[src/rtl/muldiv_pkg.sv]
// Shared types and constants for the multiply/divide unit.
package muldiv_pkg;

  // Control FSM states.
  typedef enum logic [2:0] {
    ST_IDLE,
    ST_MUL,
    ST_DIV,
    ST_FIX,
    ST_DONE
  } state_t;

  // RISC-V M-extension funct3 encodings.
  typedef enum logic [2:0] {
    OP_MUL    = 3'b000,
    OP_MULH   = 3'b001,
    OP_MULHSU = 3'b010,
    OP_MULHU  = 3'b011,
    OP_DIV    = 3'b100,
    OP_DIVU   = 3'b101,
    OP_REM    = 3'b110,
    OP_REMU   = 3'b111
  } op_t;

  // Divider iteration counter is sized for the widest supported XLEN, so
  // one width serves both RV32 and RV64 builds.
  localparam int MAX_XLEN = 64;
  localparam int CNT_W    = $clog2(MAX_XLEN);

endpackage

[src/rtl/muldiv_divider.sv]
// Iterative radix-2 restoring divider on unsigned magnitudes.
// One quotient bit per cycle; 'done' pulses for one cycle after the
// last iteration, with quotient/remainder held until the next start.
module muldiv_divider
  import muldiv_pkg::*;
#(
  parameter int XLEN = 32
) (
  input  logic            clk,
  input  logic            rst_n,
  input  logic            start,
  input  logic            abort,
  input  logic [XLEN-1:0] dividend,
  input  logic [XLEN-1:0] divisor,
  output logic            done,
  output logic [XLEN-1:0] quotient,
  output logic [XLEN-1:0] remainder
);

  logic             running;
  logic [CNT_W-1:0] cnt;
  logic [XLEN-1:0]  quo;
  logic [XLEN-1:0]  rem;
  logic [XLEN-1:0]  dvs;
  logic [XLEN:0]    shifted;
  logic [XLEN:0]    diff;

  // Trial subtraction of the divisor from the shifted partial remainder.
  always_comb begin
    shifted = {rem, quo[XLEN-1]};
    diff    = shifted - {1'b0, dvs};
  end

  // Iteration state: load on start, shift/subtract while running.
  // NOTE: sequential state uses non-blocking assignments so every register
  // samples pre-edge values regardless of statement order.
  always_ff @(posedge clk or negedge rst_n) begin
    if (!rst_n) begin
      running <= 1'b0;
      done    <= 1'b0;
      cnt     <= '0;
      quo     <= '0;
      rem     <= '0;
      dvs     <= '0;
    end else begin
      done <= 1'b0;
      if (abort) begin
        running <= 1'b0;
      end else if (start) begin
        rem     <= '0;
        quo     <= dividend;
        dvs     <= divisor;
        cnt     <= CNT_W'(XLEN - 1);
        running <= 1'b1;
      end else if (running) begin
        if (!diff[XLEN]) begin
          rem <= diff[XLEN-1:0];
          quo <= {quo[XLEN-2:0], 1'b1};
        end else begin
          rem <= shifted[XLEN-1:0];
          quo <= {quo[XLEN-2:0], 1'b0};
        end
        if (cnt == '0) begin
          running <= 1'b0;
          done    <= 1'b1;
        end else begin
          cnt <= cnt - CNT_W'(1);
        end
      end
    end
  end

  assign quotient  = quo;
  assign remainder = rem;

endmodule

[src/rtl/muldiv_unit.sv]
// RV32M/RV64M multiply-divide unit with valid/ready handshake and flush.
// Multiplies complete MUL_LAT cycles after acceptance; divides go through
// the iterative core and a sign-fix cycle, or a one-cycle fast path for
// divide-by-zero and signed overflow.
module muldiv_unit
  import muldiv_pkg::*;
#(
  parameter int XLEN    = 32,
  parameter int MUL_LAT = 2,
  parameter int TAG_W   = 5
) (
  input  logic             clk,
  input  logic             rst_n,
  input  logic             in_valid,
  output logic             in_ready,
  input  logic [2:0]       op,
  input  logic [XLEN-1:0]  src1,
  input  logic [XLEN-1:0]  src2,
  input  logic [TAG_W-1:0] tag_in,
  input  logic             flush,
  output logic             out_valid,
  input  logic             out_ready,
  output logic [XLEN-1:0]  result,
  output logic [TAG_W-1:0] tag_out,
  output logic             busy
);

  localparam logic [XLEN-1:0] MOST_NEG = {1'b1, {(XLEN-1){1'b0}}};

  state_t            state, state_n;
  op_t               op_q;
  logic [XLEN-1:0]   src1_q, src2_q;
  logic [TAG_W-1:0]  tag_q;
  logic [1:0]        mul_cnt;
  logic [XLEN-1:0]   result_q;
  logic [TAG_W-1:0]  tag_out_q;

  logic              accept, in_signed, fast, div_start, div_done;
  logic [XLEN-1:0]   fast_res, mag1, mag2, raw_quo, raw_rem;
  logic [2*XLEN-1:0] a_ext, b_ext, product;
  logic [XLEN-1:0]   mul_res, fix_res;
  logic              load_res;
  logic [XLEN-1:0]   res_n;

  assign in_ready  = (state == ST_IDLE);
  assign busy      = (state != ST_IDLE);
  assign out_valid = (state == ST_DONE);
  assign result    = result_q;
  assign tag_out   = tag_out_q;
  assign accept    = in_valid && in_ready && !flush;

  // Fast-path detection, fast results and operand magnitudes from the inputs.
  always_comb begin
    in_signed = !op[0];
    fast      = op[2] && ((src2 == '0) ||
                (in_signed && (src1 == MOST_NEG) && (src2 == '1)));
    if (src2 == '0) fast_res = op[1] ? src1 : '1;
    else            fast_res = op[1] ? '0 : src1;
    mag1      = (in_signed && src1[XLEN-1]) ? -src1 : src1;
    mag2      = (in_signed && src2[XLEN-1]) ? -src2 : src2;
    div_start = accept && op[2] && !fast;
  end

  muldiv_divider #(.XLEN(XLEN)) u_divider (
    .clk       (clk),
    .rst_n     (rst_n),
    .start     (div_start),
    .abort     (flush),
    .dividend  (mag1),
    .divisor   (mag2),
    .done      (div_done),
    .quotient  (raw_quo),
    .remainder (raw_rem)
  );

  // Multiply result and divide sign correction from the captured operands.
  always_comb begin
    a_ext = (op_q == OP_MULH || op_q == OP_MULHSU) ?
            {{XLEN{src1_q[XLEN-1]}}, src1_q} : {{XLEN{1'b0}}, src1_q};
    b_ext = (op_q == OP_MULH) ?
            {{XLEN{src2_q[XLEN-1]}}, src2_q} : {{XLEN{1'b0}}, src2_q};
    product = a_ext * b_ext;
    mul_res = (op_q == OP_MUL) ? product[XLEN-1:0] : product[2*XLEN-1:XLEN];
    if (op_q[1])
      fix_res = (!op_q[0] && src1_q[XLEN-1]) ? -raw_rem : raw_rem;
    else
      fix_res = (!op_q[0] && (src1_q[XLEN-1] ^ src2_q[XLEN-1])) ? -raw_quo : raw_quo;
  end

  // Next-state logic and result selection on entry to DONE.
  // NOTE: every output of this block gets a default first, so no path can
  // leave a value unassigned and infer a latch.
  always_comb begin
    state_n  = state;
    load_res = 1'b0;
    res_n    = result_q;
    case (state)
      ST_IDLE: if (accept) begin
        if (!op[2]) state_n = ST_MUL;
        else if (fast) begin
          state_n  = ST_DONE;
          load_res = 1'b1;
          res_n    = fast_res;
        end else state_n = ST_DIV;
      end
      ST_MUL: if (mul_cnt == 2'd0) begin
        state_n  = ST_DONE;
        load_res = 1'b1;
        res_n    = mul_res;
      end
      ST_DIV: if (div_done) state_n = ST_FIX;
      ST_FIX: begin
        state_n  = ST_DONE;
        load_res = 1'b1;
        res_n    = fix_res;
      end
      ST_DONE: if (out_ready) state_n = ST_IDLE;
      default: state_n = ST_IDLE;
    endcase
    if (flush) begin
      state_n  = ST_IDLE;
      load_res = 1'b0;
    end
  end

  // State, captured operands, multiply countdown and held result.
  always_ff @(posedge clk or negedge rst_n) begin
    if (!rst_n) begin
      state     <= ST_IDLE;
      op_q      <= OP_MUL;
      src1_q    <= '0;
      src2_q    <= '0;
      tag_q     <= '0;
      mul_cnt   <= '0;
      result_q  <= '0;
      tag_out_q <= '0;
    end else begin
      state <= state_n;
      if (accept) begin
        op_q    <= op_t'(op);
        src1_q  <= src1;
        src2_q  <= src2;
        tag_q   <= tag_in;
        mul_cnt <= 2'(MUL_LAT - 1);
      end else if (state == ST_MUL && mul_cnt != 2'd0) begin
        mul_cnt <= mul_cnt - 2'd1;
      end
      if (load_res) begin
        result_q  <= res_n;
        tag_out_q <= (state == ST_IDLE) ? tag_in : tag_q;
      end
    end
  end

endmodule

[config.mk]
export PLATFORM = sky130hd
export DESIGN_NAME = muldiv_unit
export DESIGN_NICKNAME = d
export VERILOG_FILES = /design/src/rtl/muldiv_pkg.sv /design/src/rtl/muldiv_divider.sv /design/src/rtl/muldiv_unit.sv
export SDC_FILE = /design/constraint.sdc
export NUM_CORES = 2
export LEC_CHECK = 0
export CAP_MARGIN = 20
export CORE_MARGIN = 1
export CORE_UTILIZATION = 25
export CTS_BUF_LIST = sky130_fd_sc_hd__clkbuf_8
export DETAILED_ROUTE_END_ITERATION = 10
export GPL_TIMING_DRIVEN = 1
export PLACE_DENSITY_LB_ADDON = 0.15
export SYNTH_ARGS = -nofsm -noshare
export SYNTH_HDL_FRONTEND = slang
export SYNTH_SLANG_ARGS = --single-unit
[constraint.sdc]
create_clock -name clk -period 18.9 [get_ports clk]
set_input_delay 3.78 -clock clk [delete_from_list [all_inputs] [get_ports clk]]
set_output_delay 3.78 -clock clk [all_outputs]
set_load 0.005 [all_outputs]
==> results.yml <==
run_status:
  outcome: "finished, final reports clean"
cts:
  cts_hold_buf: 0
  clk_path_buf_depth: 3
  cts_resized: 0
  postCtsSetupRepairBufs: 0
  cts_root_buffer: "clkbuf_8"
  clk_latency_ps: 650
  clk_pin_slew_worst_paths_ps: 70
  cts_tree: "yes"
  cts_num_sinks: 218
  cts_max_level: 2
  cts_buffers: 40
cells_and_area:
  final_area_um2: 68180
  syn2layout_area_growth_pct: 9.163
  nets: 8737
  n_fill_cell: 26840
  drive_gt1_frac: 0.03324
critical_path:
  reg2reg_slack_ps: 8310
  cp.required_ps: 19440
  r2r-start: "op_q[0]"
  crit_path_max_incr_delay_ps: 1030
  reg2regPathDepth: 25
  cp_data_arrival_time_ps: 11130
  crit_path_end_kind: "flop"
  r2r_end: "result[31]"
  critPathMaxFanout: 31
  crit_type: "flop to flop"
  crit_path_start_kind: "flop"
  cp_slowest_cell: "fa_1"
  path_common_cell: "fa_1"
placed_design:
  numPortBuffers: 116
  place_area_um2: 67370
  place_hpwl_um: 195500
  gp_congestion: 0.9048
  dp_slack_ps: 8258
grt:
  grt_overflow: 0
  grt_antenna_before_repair: 21
  grt_pass1_wl_um: 358800
  grtUsageTotal: 0.1949
  grt_pass1_vias: 51650
  grt_max_degree: 124
synth:
  synth_edf_count: 0
  syn_area_per_cell_um2: 8.952
  ys.flop_type: "dfrtp_1"
  yosysMostFrequentCell: "inv_1"
  ys_ff_latch: 218
  synth-xor-area-share: 0.03638
  synth_fa_ha_area_frac: 0.5288
  yosysSeqAreaShare: 0.08735
  ys_warn_count: 0
  syn_inst: 6977
  mappedNetlistArea_um2: 62450
  synth_top_area_share: 0.4552
  synth_mux_area_frac: 0.006651
  synthSimpleGateAreaFrac: 0.1505
  synth.distinct_cells: 84
  synth-compound-area-share: 0.07410
  synth_commonest_cells: "inv_1, fa_1, nand2_1"
  synth_top_area_cell: "fa_1"
  synth_top_family_by_area: "adder cells"
  postSynth.asyncResetShare: 1.000
  ys_top_cells_by_area: "fa_1, inv_1, dfrtp_1"
  syn_nets: 8823
floorplan:
  num_rows: 183
  dieArea_um2: 251800
  fp.dieW_um: 501.8
  start_util: 0.2514
  top_level_ports: 117
  chipHeight_um: 501.8
  core_area_um2: 248400
detailed_routing:
  routed_wl_um: 240100
  initialDrtViolationCount: 3067
  num_vias: 47140
  ant_nets: 0
  vias_per_cell: 4.595
  drc: 0
  wl_per_cell_um: 23.40
  first_pass_iters: 6
timing:
  worst-slew-pin-transition_ps: 1071
  hold_violations: 0
  fmax_mhz: 94.41
  setup-tns-final_ps: 0
  fin_crit_ps: 10590
  period_share: 0.5604
  maxSlewViolCount: 0
  finalClockSkew_ps: 58.06
  fin_ws_ps: 8308
  setup_viol: 0
  rsz0062_at_grt: "false"
  maxSlewHeadroom: 0.2677
min_path:
  hold_class: "flop to flop"
  hold_depth: 2
  min_from: "src2_q[22]"
  min_to: "src2_q[22]"
job:
  cap_violations: 0
area by class of cell:
type | count | area [µm²] | share of cell area
diodes | 10 | 25.02 | 0.0003670
clock buffers | 49 | 674.4 | 0.009892
clock inverters | 22 | 112.6 | 0.001652
inverters | 1563 | 5867 | 0.08605
multi-input cells | 4836 | 49820 | 0.7308
flip-flops and latches | 218 | 5461 | 0.08011
well taps | 3330 | 4167 | 0.06111
repair buffers | 232 | 2049 | 0.03006
through the flow:
stage | cells | hold slack [ps] | utilization
floorplan | 6977 | 445.0 | -
global placement | 10180 | 460.9 | 0.2712
detailed placement | 10180 | 464.8 | 0.2712
CTS | 10250 | 479.7 | 0.2743
global route | 10250 | 493.8 | 0.2743
finish | 10260 | 474.4 | 0.2744
critical path, delay by kind of cell (launching register included):
family / cells / cell delay, ps
AND/OR/NAND/NOR: 3 / 660
adder cells (fa/ha/maj): 10 / 6480
buffers and inverters: 3 / 640
XOR/XNOR: 6 / 1530
flip-flops: 1 / 620
AO/OA/AOI/OAI: 3 / 540
worst max-delay path by stage:
stage	start	slack [ps]	end
2_1_floorplan	op_q[1]	9400	result[31]
3_3_place_gp	op_q[0]	8350	result[31]
3_5_place_dp	op_q[0]	8260	result[31]
4_1_cts	op_q[0]	8240	result[31]
5_1_grt	op_q[0]	7840	result[31]
6_report	op_q[0]	8310	result[31]
registers in the layout (all words and copies together) (netlist names):
name	count
u_divider.done	1
u_divider.running	1
tag_out	5
u_divider.cnt	6
state	3
src1_q	32
result	32
mul_cnt	2
src2_q	32
op_q	3
u_divider.remainder	32
tag_q	5
u_divider.dvs	32
u_divider.quotient	32
layer usage:
layer  up-vias  track usage  routed length [µm]
li1      20730            -                   -
met1     25020       0.2776              112300
met2      1175       0.3108              108300
met3       212      0.02952               13910
met4         6      0.03938                5544
met5         -            0                  31
cells by family after synthesis:
| logic type | count (synthesis) |
|---|---|
| simple gates | 2024 |
| fa+ha+maj | 1792 |
| xor+xnor | 251 |
| mux | 41 |
| flops | 218 |
| compound gates | 728 |
| buf+inv | 1923 |
layout by cell type, fill, tap and decap left out, types with 24 or more instances in the layout:
| cell | n |
|---|---|
| a211oi_1 | 31 |
| a21o_1 | 60 |
| a21oi_1 | 195 |
| a31oi_1 | 55 |
| and2_1 | 443 |
| and3_1 | 26 |
| buf_4 | 115 |
| clkbuf_8 | 49 |
| clkdlybuf4s50_1 | 115 |
| dfrtp_1 | 213 |
| fa_1 | 1420 |
| ha_1 | 349 |
| inv_1 | 1572 |
| mux2i_1 | 37 |
| nand2_1 | 1101 |
| nand2b_1 | 28 |
| nand3_1 | 40 |
| nand4_1 | 24 |
| nor2_1 | 193 |
| nor3_1 | 47 |
| nor4_1 | 28 |
| o21ai_0 | 180 |
| o31ai_1 | 31 |
| xnor2_1 | 161 |
| xor2_1 | 85 |
Power is left out: the tool's default activity adds up to more than one toggle a clock period on the data nets, which glitch-free logic cannot reach.
